$ cat src/rtl/sram_arbiter_pkg.sv
`default_nettype none
// ============================================================================
//  Module      : sram_arbiter_pkg
//  Description : Shared encodings for the SRAM arbiter: FSM states, owner
//                identifiers, grant vector bit positions and idle bus values.
//  Revision    : 1.0 - initial release
// ============================================================================
package sram_arbiter_pkg;

   // Arbiter FSM state encoding
   typedef logic [1:0] state_t;
   localparam state_t ST_IDLE     = 2'd0;
   localparam state_t ST_CPU_OWN  = 2'd1;
   localparam state_t ST_LDR_OWN  = 2'd2;
   localparam state_t ST_LDR_LOCK = 2'd3;

   // Owner of the most recent grant (round-robin memory)
   localparam logic OWNER_CPU = 1'b0;
   localparam logic OWNER_LDR = 1'b1;

   // Bit positions inside the one-hot grant vector
   localparam int GNT_CPU = 0;
   localparam int GNT_LDR = 1;

   // SRAM bus values driven when no port is granted
   localparam logic [15:0] SRAM_IDLE_ADDR = 16'hFFFF;
   localparam logic [15:0] SRAM_IDLE_DATA = 16'h0000;

endpackage : sram_arbiter_pkg
`default_nettype wire

$ cat src/rtl/sram_arbiter_rr_pick.sv
`default_nettype none
// ============================================================================
//  Module      : sram_arbiter_rr_pick
//  Description : 2-way round-robin selector. The port that was not granted
//                last wins a tie; force_cpu hands the slot to a requesting CPU
//                regardless of history. Output is one-hot (or zero).
//  Revision    : 1.0 - initial release
// ============================================================================
module sram_arbiter_rr_pick
   import sram_arbiter_pkg::*;
(
   input  logic       cpu_req,
   input  logic       ldr_req,
   input  logic       last_owner,
   input  logic       force_cpu,
   output logic [1:0] grant
);

   // CPU wins when forced, when alone, or when the loader went last
   always_comb begin
      grant = 2'b00;
      if (cpu_req && (force_cpu || !ldr_req || (last_owner == OWNER_LDR))) begin
         grant[GNT_CPU] = 1'b1;
      end else if (ldr_req) begin
         grant[GNT_LDR] = 1'b1;
      end
   end

endmodule : sram_arbiter_rr_pick
`default_nettype wire

$ cat src/rtl/sram_arbiter.sv
`default_nettype none
// ============================================================================
//  Module      : sram_arbiter
//  Description : Single-port SRAM arbiter between a CPU and a loader/debug
//                port. One access per grant, round-robin on ties, optional
//                loader lock with a burst limit that guarantees CPU service.
//  Revision    : 1.0 - initial release
// ============================================================================
module sram_arbiter
   import sram_arbiter_pkg::*;
#(
   parameter int unsigned MAX_BURST = 16
)(
   input  logic        clk,
   input  logic        reset,
   input  logic        cpu_req,
   input  logic        cpu_we_n,
   input  logic [15:0] cpu_addr,
   input  logic [15:0] cpu_wdata,
   output logic        cpu_gnt,
   output logic        cpu_rvalid,
   input  logic        ldr_req,
   input  logic        ldr_lock,
   input  logic        ldr_we_n,
   input  logic [15:0] ldr_addr,
   input  logic [15:0] ldr_wdata,
   output logic        ldr_gnt,
   output logic        ldr_rvalid,
   output logic [15:0] rdata,
   output logic [15:0] sram_addr,
   output logic [15:0] sram_q,
   output logic        sram_we_n,
   input  logic [15:0] sram_d
);

   localparam logic [7:0] MAX_BURST_CNT = 8'(MAX_BURST);

   state_t      state;
   state_t      state_nxt;
   logic        last_owner;
   logic [7:0]  burst_cnt;
   logic [1:0]  pick;
   logic        pick_last;
   logic        force_cpu;

   // In LDR_LOCK the loader takes every tie, modelled as "CPU went last"
   always_comb begin
      pick_last = (state == ST_LDR_LOCK) ? OWNER_CPU : last_owner;
      force_cpu = (burst_cnt >= MAX_BURST_CNT);
   end

   sram_arbiter_rr_pick rr_pick (
      .cpu_req    (cpu_req),
      .ldr_req    (ldr_req),
      .last_owner (pick_last),
      .force_cpu  (force_cpu),
      .grant      (pick)
   );

   // Output decode: grants (suppressed during reset) and SRAM bus mux
   always_comb begin
      cpu_gnt   = pick[GNT_CPU] & reset;
      ldr_gnt   = pick[GNT_LDR] & reset;
      sram_addr = SRAM_IDLE_ADDR;
      sram_q    = SRAM_IDLE_DATA;
      sram_we_n = 1'b1;
      if (cpu_gnt) begin
         sram_addr = cpu_addr;
         sram_q    = cpu_wdata;
         sram_we_n = cpu_we_n;
      end else if (ldr_gnt) begin
         sram_addr = ldr_addr;
         sram_q    = ldr_wdata;
         sram_we_n = ldr_we_n;
      end
   end

   // Next-state: follow the grant; a held lock survives a CPU slot
   always_comb begin
      state_nxt = ST_IDLE;
      if (cpu_gnt) begin
         state_nxt = ((state == ST_LDR_LOCK) && ldr_lock) ? ST_LDR_LOCK : ST_CPU_OWN;
      end else if (ldr_gnt) begin
         state_nxt = ldr_lock ? ST_LDR_LOCK : ST_LDR_OWN;
      end else if ((state == ST_LDR_LOCK) && ldr_lock) begin
         state_nxt = ST_LDR_LOCK;
      end
   end

   // State register and round-robin history
   always_ff @(posedge clk or negedge reset) begin
      if (!reset) begin
         state      <= ST_IDLE;
         last_owner <= OWNER_LDR;
      end else begin
         state <= state_nxt;
         if (cpu_gnt) begin
            last_owner <= OWNER_CPU;
         end else if (ldr_gnt) begin
            last_owner <= OWNER_LDR;
         end
      end
   end

   // Burst counter: loader grants taken while the CPU is kept waiting
   always_ff @(posedge clk or negedge reset) begin
      if (!reset) begin
         burst_cnt <= 8'd0;
      end else if (!cpu_req || cpu_gnt) begin
         burst_cnt <= 8'd0;
      end else if (ldr_gnt && (burst_cnt != 8'hFF)) begin
         burst_cnt <= burst_cnt + 8'd1;
      end
   end

   // Read capture: latch sram_d on a granted read, flag the owning port
   always_ff @(posedge clk or negedge reset) begin
      if (!reset) begin
         rdata      <= 16'h0000;
         cpu_rvalid <= 1'b0;
         ldr_rvalid <= 1'b0;
      end else begin
         cpu_rvalid <= cpu_gnt & cpu_we_n;
         ldr_rvalid <= ldr_gnt & ldr_we_n;
         if ((cpu_gnt && cpu_we_n) || (ldr_gnt && ldr_we_n)) begin
            rdata <= sram_d;
         end
      end
   end

endmodule : sram_arbiter
`default_nettype wire

$ cat config.mk
export PLATFORM = sky130hd
export DESIGN_NAME = sram_arbiter
export DESIGN_NICKNAME = d
export VERILOG_FILES = /design/src/rtl/sram_arbiter_pkg.sv /design/src/rtl/sram_arbiter_rr_pick.sv /design/src/rtl/sram_arbiter.sv
export SDC_FILE = /design/constraint.sdc
export NUM_CORES = 1
export LEC_CHECK = 0
export CORE_ASPECT_RATIO = 1.25
export CORE_UTILIZATION = 34
export DETAILED_ROUTE_END_ITERATION = 8
export GPL_ROUTABILITY_DRIVEN = 0
export PLACE_DENSITY = 0.86
export SYNTH_ARGS = -nofsm -noshare
export SYNTH_HDL_FRONTEND = slang
export SYNTH_SLANG_ARGS = --single-unit
$ cat constraint.sdc
create_clock -name clk -period 6 [get_ports clk]
set_clock_uncertainty 0.05 [all_clocks]
set_input_delay 1.5 -clock clk [delete_from_list [all_inputs] [get_ports clk]]
set_output_delay 1.5 -clock clk [all_outputs]
set_load 0.01 [all_outputs]
Word-level counts from Yosys, hierarchy flattened
Index checks and enable logic that the tools add are counted.
{"block": "word_totals", "ff_bits": 29, "in_bits": 87, "output_inout_bits": 53, "elab_cells": 46}
{"block": "op_classes", "addsub": 1, "magnitude_cmp": 1, "eq_ne": 2, "muxes": 19, "n_bitwise": 4, "n_reduce_logical": 13}
{"cell": "16-bit 2-to-1 mux", "n": 4}
{"cell": "8-bit 2-to-1 mux", "n": 2}
{"cell": "1-bit 2-to-1 mux", "n": 9}
{"cell": "8-bit by 1-bit adder with 8-bit output, second input constant", "n": 1}
{"cell": "8-bit by 5-bit greater-or-equal comparator with 1-bit output, second input constant", "n": 1}
{"cell": "2-bit 2-to-1 mux", "n": 4}
{"cell": "8-bit inequality test, second input constant", "n": 1}
{"cell": "1-bit logical AND", "n": 5}
{"cell": "1-bit bitwise AND", "n": 4}
{"cell": "1-bit logical OR", "n": 4}
{"cell": "2-bit nonzero test", "n": 2}
{"cell": "2-bit equality test, second input constant", "n": 1}
{"cell": "1-bit logical NOT", "n": 2}

Logic depth before layout (Yosys ltp)
{"block": "depth", "word_depth": 9, "ltp_mapped": 7, "mapped_depth_nobuf": 5}

Modules after synthesis
From an unflattened synthesis, not the netlist that was laid out.
{"block": "hier_totals", "cells_unflattened": 143, "area_unflattened_um2": 1647.8}
{"mod": "sram_arbiter", "instances": 1, "cells_per_inst": 139, "area_per_inst_um2": 1625.3, "seq_area_each_um2": 726.9}
{"mod": "sram_arbiter_rr_pick", "instances": 1, "cells_per_inst": 4, "area_per_inst_um2": 22.5, "seq_area_each_um2": 0.0}

Worst setup path before layout
No wires, ideal clock.
{"block": "synth_path", "path_kind": "input -> output", "from": "input cpu_req", "to": "output sram_q[10]", "arrival_ns": 2.756, "required_ns": 4.450, "slack_ns": 1.694, "stages": 6, "path_buffers": 2, "path_cell_list": "o41a_1 -> a211o_1 -> inv_1 -> clkbuf_1 -> clkbuf_1 -> a22o_1"}
{"block": "synth_via", "elab_chain_len": 5, "word_cells_on_any_way": 7, "cone_classes": "4 x mux; 2 x bitwise; 1 x reduce/logical"}
{"element": "start, declared", "line": "sram_arbiter.sv:16", "text": "input logic cpu_req,"}
{"element": "1-bit logical AND *", "line": "sram_arbiter_rr_pick.sv:22", "text": "if (cpu_req && (force_cpu || !ldr_req || (last_owner == OWNER_LDR))) begin"}
{"element": "1-bit 2-to-1 mux", "line": "sram_arbiter_rr_pick.sv:22"}
{"element": "1-bit bitwise AND", "line": "sram_arbiter.sv:63", "text": "ldr_gnt = pick[GNT_LDR] & reset;"}
{"element": "16-bit 2-to-1 mux", "line": "sram_arbiter.sv:71", "text": "end else if (ldr_gnt) begin"}
{"element": "16-bit 2-to-1 mux *", "line": "sram_arbiter.sv:67", "text": "if (cpu_gnt) begin"}
{"element": "end, declared", "line": "sram_arbiter.sv:31", "text": "output logic [15:0] sram_q,"}
Every way passes the cells marked *; elsewhere a longest branch is shown, timed or not.

Final worst setup path
{"block": "layout_path", "from": "input reset", "to": "output sram_q[8]"}
{"block": "layout_via", "elab_chain_len": 3, "word_cells_on_any_way": 4, "cone_classes": "2 x mux; 2 x bitwise"}
{"element": "start, declared", "line": "sram_arbiter.sv:15", "text": "input logic reset,"}
{"element": "1-bit bitwise AND", "line": "sram_arbiter.sv:63"}
{"element": "16-bit 2-to-1 mux", "line": "sram_arbiter.sv:71"}
{"element": "16-bit 2-to-1 mux *", "line": "sram_arbiter.sv:67"}
Marks and branches as above.

==> results.toml <==
[cts]
cts_buffers = 5
cts_tree = "done"
clockBufferDepth = 2
cts_sinks = 29
clock_latency_ns = 0.28
ctsHoldBuffers = 0
ctsResizeCount = 0
cts-root-buf = "clkbuf_8"
ctsHtreeMaxLevel = 2
clk_pin_slew_ns = 0.06
cts_setup_buffers = 0

[final_layout]
nNetsFinal = 370
synthToLayoutAreaGrowth_pct = 94.4
drive_above_1_share = 0.113
final_area_um2 = 3150
final_cell_mix = "clkdlybuf4s50_1 (139), dfrtp_1 (28), a22o_1 (16), o22a_1 (16), mux2_4 (10)"
insertedDiodeCount = 0
instances_no_fill = 340
final_common_cell = "clkdlybuf4s50_1"

[timing]
maxSlewViolCount = 0
fmax_ghz = 0.190
fin_crit_ns = 5.27
finalHoldViolations = 0
setup-violations-final = 0
tns_ns = 0
maxSlewHeadroom = 0.538
fin_crit_sh = 0.879
rsz0062_at_grt = "false"
worst_pin_slew_ns = 0.694

[global_route]
grtUsageTotal = 0.224
antenna_found_initial = 0
grt_pass1_vias = 1773
grt_max_degree = 29
met2_usage = 0.414
grt_pass1_wl_mm = 8.47
grtUsageMet1 = 0.232
grt_use_met3 = 0.0618
top_usage_layer = "met2"
grt-ovfl-total = 0

[logic_synthesis]
synthTopCellsByArea = "dfrtp_1 (43%), mux2_4 (9.3%), a22o_1 (8.6%)"
synth_top_area_share = 0.432
synth_top_area_cell = "dfrtp_1"
syn_avg_cell_area_um2 = 11.6
synth_cell_types = 31
synth_cells = 140
ys_warn_count = 0
syn_nets = 229
ys_seq_elements = 29
netlist_area_um2 = 1620
ys_seq_area_frac = 0.448

[routing]
viasPerCell = 5.07
drc_errors = 0
antenna_left = 0
wl_mm = 5.27
wire_per_inst_um = 15.5
drt_pass1_iterations = 4
drt_iter0_drc = 46
vias = 1724

[die]
ios = 140
core_um2 = 4490
fp.dieH_um = 79.2
die_area_um2 = 5050
die_w_um = 63.8
rows = 27
initial_utilization = 0.361

[setup_path]
rrSetupSlack_ns = 3.03
cp_max_fo = 19
startpoint_type = "primary input"
crit_arrival_ns = 3.72
cp_common_cell = "clkdlybuf4s50_1"
cp-end-kind = "output port"
cp_slowest_cell = "clkdlybuf4s50_1"
rr_worst_depth = 6
worst_path_largest_cell_delay_ns = 0.64
path_cells = "clkdlybuf4s50_1 > nand2_1 > a211o_1 > inv_1 > a22o_1 > clkdlybuf4s50_1"
worstPathRequired_ns = 4.45
path_class = "primary input to output port"
reg2reg_to = "rdata[9]"
r2r-start = "last_owner"

[outcome]
status = "finished clean"

[place]
port_buffers = 139
dp_hpwl_mm = 4.19
placed_cells = 332
place_area_um2 = 3070

[pwr]
leakage_nw = 1.33
ir_worst_vdd_mv = 0.0822
total_power_w = 0.000653
p_per_area_nw_per_um2 = 207

[hold_path]
min_to = "rdata[11]"
hold_path.class = "flip-flop to flip-flop"
whs_path_depth = 1
min-delay-start = "rdata[11]"

[job]
max_cap_violations = 0
## where the power goes
part	total, W	switching, W	internal [W]
logic	0.000263	0.0000889	0.000174
clock network	0.000148	0.0000676	0.0000800
registers	0.000242	0.0000153	0.000227
## cells in the mapped netlist
cell type	n
o22a_1	16
a21boi_0	1
inv_2	1
nor3b_1	1
or4_4	1
and4_1	1
clkbuf_1	7
a21oi_1	7
a211o_1	1
and3_1	5
nand2_1	3
nor3_1	2
a22o_1	16
buf_8	1
inv_1	5
o311ai_4	1
and2_1	3
o21ai_0	3
nand3_1	5
a41oi_1	2
nand4_1	1
mux2_4	10
nor2_1	6
o31ai_1	1
a22oi_4	1
buf_2	1
dfstp_2	1
dfrtp_1	28
ha_1	2
mux2_2	6
o41a_1	1
## area by class of cell
class                      instances  area (um^2)
sequential                        29          727
clock inverter                     2         10.0
fill                             355         1340
clock buffer                       6         72.6
timing repair buffer             143         1420
inverter                           6         22.5
multi-input combinational         96          826
tap                               58         72.6
## worst max-delay path, delay by kind of cell
family	cells	cell delay (ns)
simple gates	1	0.12
compound gates	2	0.49
buf+inv	3	1.60
## state kept, by name, indices dropped and copies added (netlist names)
signal / cells
rdata: 16
cpu_rvalid: 1
ldr_rvalid: 1
state: 2
burst_cnt: 8
last_owner: 1
## metrics by stage
stage	util	hold WS, ns	setup slack, ns
floorplan	-	0.434	1.69
global placement	0.683	0.437	0.774
detailed placement	0.683	0.442	0.731
CTS	0.701	0.455	0.727
global route	0.701	0.467	0.579
finish	0.701	0.454	0.728
## layer usage
layer  vias up  wire [um]
met1       796       2030
met3        10        380
met5         -          0
met2        97       2740
li1        821          -
met4         0        120
## how the worst max path moves through the flow
stage,from,endpoint,slack (ns),depth (start not counted)
3_5_place_dp,reset,sram_q[12],0.73,6
6_report,reset,sram_q[8],0.73,6
2_1_floorplan,cpu_req,sram_q[10],1.69,6
5_1_grt,reset,sram_q[8],0.58,6
3_3_place_gp,reset,sram_q[15],0.77,6
4_1_cts,reset,sram_q[8],0.73,6
## cell families (layout without fill, tap and decap cells)
logic type	after synthesis	count (layout)	share of synthesized area
AOI/OAI and AO/OA	50	50	0.265
DFF	29	29	0.448
and+or+nand+nor	28	28	0.0941
adders and majority gates	2	2	0.0154
muxes	16	16	0.134
buffers and inverters	15	157	0.0424
No activity file was read; power rests on OpenSTA's default activity.
